$ cat src/rtl/sram_fifo_ctrl.sv
// First-word-fall-through FIFO built around one SRAM2RW16x16 dual-port macro.
// Port 1 only writes, port 2 only reads, and the port-2 output latch acts as the head register.
module sram_fifo_ctrl #(
   parameter int DATA_W = 16,
   parameter int ADDR_W = 4,
   parameter int DEPTH  = 16
) (
   input  logic              clk,
   input  logic              rst_n,
   input  logic              flush,
   input  logic [DATA_W-1:0] in_data,
   input  logic              in_valid,
   output logic              in_ready,
   output logic [DATA_W-1:0] out_data,
   output logic              out_valid,
   input  logic              out_ready,
   output logic [ADDR_W:0]   count,
   output logic [ADDR_W-1:0] sram_a1,
   output logic [ADDR_W-1:0] sram_a2,
   output logic              sram_ce1,
   output logic              sram_ce2,
   output logic              sram_csb1,
   output logic              sram_csb2,
   output logic              sram_web1,
   output logic              sram_web2,
   output logic              sram_oeb1,
   output logic              sram_oeb2,
   output logic [DATA_W-1:0] sram_i1,
   input  logic [DATA_W-1:0] sram_o2
);

   localparam logic [ADDR_W:0] MEM_FULL = (ADDR_W+1)'(DEPTH);

   logic [ADDR_W-1:0] wr_ptr;
   logic [ADDR_W-1:0] rd_ptr;
   logic [ADDR_W:0]   mem_cnt;
   logic              head_vld;

   logic wr_fire;
   logic rd_issue;
   logic pop;

   assign in_ready = (mem_cnt < MEM_FULL) && !flush;
   // Write strobe is also gated by rst_n so a producer holding in_valid through reset cannot touch the macro.
   assign wr_fire  = in_valid && in_ready && rst_n;
   assign pop      = head_vld && out_ready;
   // A read only refills the latch when it is empty or being consumed this cycle.
   assign rd_issue = (mem_cnt != '0) && (!head_vld || out_ready) && !flush;

   assign out_valid = head_vld;
   assign out_data  = sram_o2;
   assign count     = mem_cnt + {{ADDR_W{1'b0}}, head_vld};

   assign sram_ce1  = clk;
   assign sram_ce2  = clk;
   assign sram_csb1 = !wr_fire;
   assign sram_web1 = sram_csb1;
   assign sram_a1   = wr_ptr;
   assign sram_i1   = in_data;
   assign sram_oeb1 = 1'b1;
   assign sram_csb2 = !rd_issue;
   assign sram_web2 = 1'b1;
   assign sram_a2   = rd_ptr;
   assign sram_oeb2 = 1'b0;

   // NOTE: state registers use non-blocking assignments so every update sees pre-edge values.
   always_ff @(posedge clk or negedge rst_n) begin
      if (!rst_n) begin
         wr_ptr   <= '0;
         rd_ptr   <= '0;
         mem_cnt  <= '0;
         head_vld <= 1'b0;
      end else if (flush) begin
         wr_ptr   <= '0;
         rd_ptr   <= '0;
         mem_cnt  <= '0;
         head_vld <= 1'b0;
      end else begin
         if (wr_fire)
            wr_ptr <= wr_ptr + 1'b1;
         if (rd_issue)
            rd_ptr <= rd_ptr + 1'b1;

         case ({wr_fire, rd_issue})
            2'b10:   mem_cnt <= mem_cnt + 1'b1;
            2'b01:   mem_cnt <= mem_cnt - 1'b1;
            default: mem_cnt <= mem_cnt;
         endcase

         if (rd_issue)
            head_vld <= 1'b1;
         else if (pop)
            head_vld <= 1'b0;
      end
   end

endmodule

$ cat config.mk
export PLATFORM = sky130hd
export DESIGN_NAME = sram_fifo_ctrl
export DESIGN_NICKNAME = d
export VERILOG_FILES = /design/src/rtl/sram_fifo_ctrl.sv
export SDC_FILE = /design/constraint.sdc
export NUM_CORES = 1
export LEC_CHECK = 0
export ABC_AREA = 0
export BUFFER_PORTS_ARGS = -buffer_cell sky130_fd_sc_hd__clkbuf_2
export CAP_MARGIN = 10
export CORE_MARGIN = 3
export CORE_UTILIZATION = 40
export DETAILED_ROUTE_END_ITERATION = 7
export PLACE_DENSITY = 0.82
export SLEW_MARGIN = 20
export SYNTH_ARGS = -nofsm -noshare
export SYNTH_HDL_FRONTEND = slang
export SYNTH_SLANG_ARGS = --single-unit
$ cat constraint.sdc
create_clock -name clk -period 4.95 [get_ports clk]
set_input_delay 1.2375 -clock clk [delete_from_list [all_inputs] [get_ports clk]]
set_output_delay 1.2375 -clock clk [all_outputs]
set_load 0.01 [all_outputs]
# Yosys cells after proc, flatten, opt, wreduce, memory -nomap -nowiden
# Index checks and enable logic that the tools add are counted.
[totals]
ff_bits = 14
latch_bits = 0
ram_bits = 0
romBits = 0
inputBits = 37
out_inout_bits = 55
elab_cells = 37
memories = 0
[op_classes]
n_addsub = 5
n_mul = 0
n_div = 0
n_lt_le_gt_ge = 1
n_eq_ne = 2
shifts = 0
muxes = 9
bitwise_logic = 0
reduce_logical = 16
[op_table]
columns = ["cell", "count"]
rows = [
  ["$mux W4", 4],
  ["$pmux W5 S2", 1],
  ["$add A4 B1 Y4 const B", 2],
  ["$logic_and A1 B1 Y1", 6],
  ["$reduce_bool A3 Y1", 2],
  ["$add A5 B1 Y5", 1],
  ["$add A5 B1 Y5 const B", 1],
  ["$lt A5 B5 Y1 const B", 1],
  ["$mux W5", 1],
  ["$reduce_bool A5 Y1", 1],
  ["$sub A5 B1 Y5 const B", 1],
  ["$logic_not A1 Y1", 4],
  ["$reduce_bool A2 Y1", 2],
  ["$mux W1", 3],
  ["$eq A2 B1 Y1 const B", 1],
  ["$eq A2 B2 Y1 const B", 1],
  ["$logic_or A1 B1 Y1", 1],
]

# Logic depth before layout (Yosys ltp)
# Gate-level depths: netlist of run 1.
[depth]
ltp_word = 7
mapped_depth = 11
ltp_nobuf = 10

==> results.md, run 1 <==
* Status: complete, no violations
* Final setup viols at 0
* Most used cell, CP: clkbuf_4
* Setup TNS at 0 ps
* Clock power share at roughly 17%
* Peak VDD IR at 0.278 mV
* Synthesized instance count at 126
* Multi-input gate area at between 400 and 500 um2
* N_diodes at 0
* Power Dens Cells at 541 nW/um2
* Crit path launch type: clock port
* Main synth FF type: dfrtp_1
* NetSw at 0.000249 W
* NumNets Final at between 150 and 200
* # DRC at 0
* First-pass GRT wire length at 3380 um
* Quantity of hold-fixing buffers added after cts at 0
* Int Power at 0.000319 W
* Post-Synthesis Cell Area at 1150 um2
* Yosys top cell by area: dfrtp_1
* ANT nets after route at 0
* Wire per inst at around 14 um
* Die ar. at 3570 um2
* Reg2Reg Setup Slack at a little over 2000 ps
* Top-count cell post-synth: buf_4
* Worst EP arrival at 2880 ps
* Skew-Pair Late Insertion Delay at 290 ps
* Placed Cells at ~140
* Number of global-route vias before repair at ~740
* H-tree levels at 1
* Min-Delay Path Class: reg -> reg
* Synth top area cells: dfrtp_1 30%, buf_4 25%, ha_1 7.6%
* DRT Pass-1 Iters at 4
* CTS Root Buffer Type: clkbuf_4
* DRT iter0 DRCs at 28
* Cell Rows at 18
* Clock Skews at 14.6 ps
* Die Height at 59.7 um
* Worst hold margin at 582 ps
* Number of buffers created by CTS at 3
* Gr ovfl total at 0
* Die X at 59.7 um
* DR vias/cell at 5.07
* Ports at 92
* Worst setup EP type: output port
* Area growth syn-to-layout at -9.10%
* Combinational Power Share at a little over 50%
* RSZ-0062 raised after global routing: no
* TritonCTS clock tree: built
* Initial Utilization at 44.2%
* Mapped Avg Cell Area at between 9 and 10 um2
* Sequential Power Share at 31.6%
* Post-synth top cells: 38 x buf_4, 14 x dfrtp_1, 13 x nor2_1
* Worst-path clk slew at around 80 ps
* Max-Cap Viols at 0
* Final max-slew violation count at 0
* Post-CTS Resized at 0
* Setup bufs post-CTS at 0
* Drt total wl at 2090 um
* Critical path's slowest cell: clkbuf_4
* Ratio of cells with drive above 1 in the final layout at 27.8%
* CP Class: clk -> out
* Switching Share at 43.8%
* Worst Path Buf+Inv at 3
* Leak at 0.552 nW
* Vias at 735
* Final Non-Filler Cells at 145
* Delay-heaviest family, CP: buffers and inverters
* GPL Wtd Cong at 0.834
* Number of flops mapped to enable cells by yosys at 0
* Register area at 350 um2
* Clk buf depth at 2
* Ys async rst share at 100%
* Largest net degree at the start of global routing at 16
* CP Data Required Time at roughly 3700 ps
* Seq/Total Area, Yosys at 30.3%
* GRT Util Overall at 12.6%
* Antenna violations before repair at 0
* Layout fillers at 277
* Final hold vios at 0
* Synth top area share at 30.3%
* Core box area at 2610 um2
* Post-DP HPWL at around 1600 um
* Number of synthesized register bits at 14
* IO buf count at 24
* Peak fanout along the critical path at 8
* Synth cell types at 27
* Critical path, cell by cell: clkbuf_4, clkbuf_4, clkbuf_2
* Yosys warns at 0
* Slowest Stage Delay on Critical Path at 160 ps
-- final cells by class --
| type | instances | share of cell area, % |
|---|---|---|
| clock buffers | 5 | 3.10 |
| clock inverters | 1 | 0.358 |
| inverters | 7 | 2.50 |
| multi-input cells | 66 | 46.6 |
| flip-flops and latches | 14 | 33.4 |
| well taps | 30 | 3.58 |
| repair buffers | 22 | 10.5 |
-- state kept, by name (all words and copies together), names as in the netlist --
name / count
sram_a1: 4
mem_cnt: 5
sram_a2: 4
out_valid: 1
-- final timing paths --
path / cells past startpoint / startpoint / to
max in group asynchronous: 1 / rst_n / sram_a2[1]$_DFFE_PN0P_
min in group asynchronous: 1 / rst_n / mem_cnt[1]$_DFFE_PN0P_
hold reg to reg: 2 / sram_a2[2]$_DFFE_PN0P_ / sram_a2[2]$_DFFE_PN0P_
setup / recovery: 3 / clk / sram_ce1
setup reg to reg: 10 / mem_cnt[2]$_DFFE_PN0P_ / mem_cnt[4]$_DFFE_PN0P_
hold / removal: 2 / sram_a2[2]$_DFFE_PN0P_ / sram_a2[2]$_DFFE_PN0P_
-- per-layer routing --
metal  vias up  track usage (%)  share of wire (%)
met1       331             13.7                 36
met4         0             6.96                2.9
li1        343                -                  -
met5         -                0                  0
met2        43             20.7                 50
met3        18             5.18                 10
-- cell usage in the layout, fill, tap and decap left out, types with 2 or more instances in the layout --
cell,Yosys,routed
or3_1,2,2
inv_1,7,7
xnor2_1,7,7
clkbuf_2,0,24
nand2b_1,2,2
conb_1,2,3
dfrtp_1,14,14
ha_1,7,7
nand3_1,3,3
mux2i_1,4,4
a21oi_1,3,3
nand2_1,4,4
nor2_1,13,13
o21ai_0,3,3
xor2_1,4,4
clkbuf_4,0,3
-- kinds of logic after synthesis --
| logic type | after synthesis | share of synthesized area [%] |
|---|---|---|
| flip-flops | 14 | 30.3 |
| buffers and inverters | 47 | 27.6 |
| other | 2 | 0.650 |
| multiplexers | 4 | 3.47 |
| AO/OA/AOI/OAI | 11 | 7.26 |
| XOR/XNOR | 12 | 9.75 |
| AND/OR/NAND/NOR | 28 | 11.6 |
| adder cells (fa/ha/maj) | 8 | 9.32 |
-- worst min-delay path, cell delays in order, from the launching register on --
cell and delay, ps:
dfrtp_1 390, xnor2_1 120, nor2_1 40
-- stage by stage --
stage | power [W] | utilization (%) | setup WS, ps | cell area (um2)
CTS | 0.000577 | 40.2 | 820 | 1050
floorplan | 0.000459 | - | 1120 | 1160
detailed placement | 0.000500 | 39.2 | 1140 | 1020
global route | 0.000614 | 40.2 | 803 | 1050
global placement | 0.000487 | 39.2 | 1140 | 1020
finish | 0.000568 | 40.2 | 831 | 1050
-- power groups by stage --
| stage | logic [W] | clock network [W] | registers [W] |
|---|---|---|---|
| 6_report | 0.000294 | 0.0000941 | 0.000179 |
| 4_1_cts | 0.000298 | 0.0000981 | 0.000180 |
| 5_1_grt | 0.000323 | 0.000106 | 0.000186 |
| 3_3_place_gp | 0.000283 | 0.0000244 | 0.000180 |
| 2_1_floorplan | 0.000247 | 0.0000333 | 0.000179 |
| 3_5_place_dp | 0.000294 | 0.0000244 | 0.000182 |
Note: power is estimated with default switching activity, not from simulation.
==> inputs of run 2 (changes only) <==
--- a/config.mk
+++ b/config.mk
@@ -9,9 +9,9 @@
 export BUFFER_PORTS_ARGS = -buffer_cell sky130_fd_sc_hd__clkbuf_2
 export CAP_MARGIN = 10
 export CORE_MARGIN = 3
-export CORE_UTILIZATION = 40
+export CORE_UTILIZATION = 39
 export DETAILED_ROUTE_END_ITERATION = 7
-export PLACE_DENSITY = 0.82
+export PLACE_DENSITY = 0.8
 export SLEW_MARGIN = 20
 export SYNTH_ARGS = -nofsm -noshare
 export SYNTH_HDL_FRONTEND = slang
==> constraint.sdc (replaced) <==
create_clock -name clk -period 4.3 [get_ports clk]
set_input_delay 1.075 -clock clk [delete_from_list [all_inputs] [get_ports clk]]
set_output_delay 1.075 -clock clk [all_outputs]
set_load 0.01 [all_outputs]
==> results.md, run 2 (synthesis results as in run 1) <==
* Number of global-route vias before repair at 731 (-1.7%)
* CP Class: clk -> out
* Antenna violations before repair at 0 (unchanged)
* Slowest Stage Delay on Critical Path at 150 ps (about the same)
* Final setup viols at 0 (unchanged)
* Cell Rows at 19 (+1)
* Drt total wl at 1990 um (-4.7%)
* Switching Share at 43.4% (-0.42 points)
* Peak fanout along the critical path at 8 (unchanged)
* GPL Wtd Cong at 0.854 (+2.4%)
* IO buf count at 24 (unchanged)
* CTS Root Buffer Type: clkbuf_4
* Combinational Power Share at 52.5% (+0.7 points)
* Largest register by flop count: mem_cnt
* CP Data Required Time at 3220 ps (-490 ps)
* Worst EP arrival at 2550 ps (-330 ps)
* Overall Power at 0.000655 W (+15%)
* Gr ovfl total at 0 (unchanged)
* Hold Crit Depth at 2 (unchanged)
* # DRC at 0 (unchanged)
* DR vias/cell at 4.96 (-2.2%)
* Int Power at 0.000370 W (+16%)
* Largest register FFs at 5 (unchanged)
* Delay-heaviest family, CP: buffers and inverters
* Final hold vios at 0 (unchanged)
* Skew-Pair Late Insertion Delay at 270 ps (-20 ps)
* Critical path's slowest cell: clkbuf_4
* N_diodes at 0 (unchanged)
* Crit path launch type: clock port
* Clock power share at 15.8% (-0.8 points)
* Die Height at 60.4 um (+1.1%)
* DRT iter0 DRCs at 41 (+46%)
* Vias at 724 (-1.5%)
* Leak at 0.552 nW (about the same)
* Quantity of hold-fixing buffers added after cts at 0 (unchanged)
* Setup TNS at 0 ps (unchanged)
* First-pass GRT wire length at 3200 um (-5.3%)
* Ratio of cells with drive above 1 in the final layout at 27.8% (unchanged)
* GRT Util Overall at 11.7% (-0.89 points)
* Area after DPL at 1020 um2 (+0.12%)
* Die ar. at 3650 um2 (+2.3%)
* Most used cell, CP: clkbuf_4
* Worst Path Buf+Inv at 3 (unchanged)
* Setup bufs post-CTS at 0 (unchanged)
* Final instance area at 1050 um2 (+0.12%)
* Largest net degree at the start of global routing at 16 (unchanged)
* Critical path, cell by cell: clkbuf_4, clkbuf_4, clkbuf_2
* Power Dens Cells at 623 nW/um2 (+15%)
* Worst setup EP type: output port
* H-tree levels at 1 (unchanged)
* Wire per inst at 13.6 um (-5.3%)
* Setup WS pre-CTS at 834 ps (-301 ps)
* Commonest non-fill, non-tap cell in the layout: clkbuf_2
* ANT nets after route at 0 (unchanged)
* Post-CTS Resized at 0 (unchanged)
* Max-Cap Viols at 0 (unchanged)
* TritonCTS clock tree: built
* Clk buf depth at 2 (unchanged)
* Most frequent cells in the layout: 24 x clkbuf_2, 14 x dfrtp_1, 13 x nor2_1
* Status: complete, no violations
* Initial Utilization at 41.5% (-2.7 points)
* Ports at 92 (unchanged)
* Sequential Power Share at 31.7% (about the same)
* Clock Skews at 6.26 ps (-8.30 ps)
* Die X at 60.4 um (+1.1%)
* Number of buffers created by CTS at 3 (unchanged)
* Post-DP HPWL at 1620 um (-0.14%)
* NetSw at 0.000284 W (+14%)
* Fin worst setup slack at 677 ps (-154 ps)
* Levels on crit path at 3 (unchanged)
* Area growth syn-to-layout at -8.99%
* Worst Reg2Reg Path Length in Cells at 10 (unchanged)
* Worst-path clk slew at 80 ps (about the same)
* DRT Pass-1 Iters at 3 (-1)
* Peak VDD IR at 0.354 mV (+28%)
* Core box area at 2780 um2 (+6.5%)
* Min-Delay Path Class: reg -> reg
* RSZ-0062 raised after global routing: no
* Final max-slew violation count at 0 (unchanged)
* NumNets Final at 161 (unchanged)
## run 2: cell types whose count changed in the layout (fill, tap and decap cells not counted), sizes merged
cell    previous run  this run
clkbuf            27        28
clkinv             1         0
## run 2: tightest hold or removal path: cells and delay by family, from the launching register on
kind,cells,cell delay (ps)
xor gates and xnor gates,1,80
and+or+nand+nor,1,80
DFF,1,370
## run 2: final timing paths
kind / end / startpoint / slack [ps]
worst max-delay path: sram_ce2 / clk / 680
min in group asynchronous: mem_cnt[1]$_DFFE_PN0P_ / rst_n / 690
worst max register to register: mem_cnt[4]$_DFFE_PN0P_ / mem_cnt[2]$_DFFE_PN0P_ / 1380
max in group asynchronous: sram_a1[2]$_DFFE_PN0P_ / rst_n / 3340
worst min-delay path: sram_a1[3]$_DFFE_PN0P_ / sram_a1[3]$_DFFE_PN0P_ / 580
worst min register to register: sram_a1[3]$_DFFE_PN0P_ / sram_a1[3]$_DFFE_PN0P_ / 580
## run 2: stage by stage
stage          hold slack [ps]  util, %  std cells
2_1_floorplan              567        -        127
3_3_place_gp               547     36.8        142
3_5_place_dp               561     36.8        142
4_1_cts                    583     37.8        146
5_1_grt                    616     37.8        146
6_report                   575     37.8        146
## run 2: routing by layer
layer  up-vias  part of all wire [%]  global-route usage, %
met4         0                   4.9                   8.05
li1        346                     -                      -
met5         -                     0                      0
met3        18                   8.9                   4.89
met1       319                    38                   11.9
met2        41                    48                   19.6
## run 2: layout make-up
type | count | area (um2)
fill | 277 | 1730
clock buffer | 6 | 36.3
sequential | 14 | 350
tap | 31 | 38.8
inverter | 7 | 26.3
timing repair buffer | 22 | 110
multi-input combinational | 66 | 489
## run 2: power by group through the flow
| stage | clock, W | combinational, W | sequential, W |
|---|---|---|---|
| 2_1_floorplan | 0.0000383 | 0.000285 | 0.000206 |
| 5_1_grt | 0.000118 | 0.000381 | 0.000214 |
| 4_1_cts | 0.000109 | 0.000347 | 0.000208 |
| 3_3_place_gp | 0.0000281 | 0.000330 | 0.000208 |
| 3_5_place_dp | 0.0000281 | 0.000346 | 0.000210 |
| 6_report | 0.000103 | 0.000344 | 0.000207 |
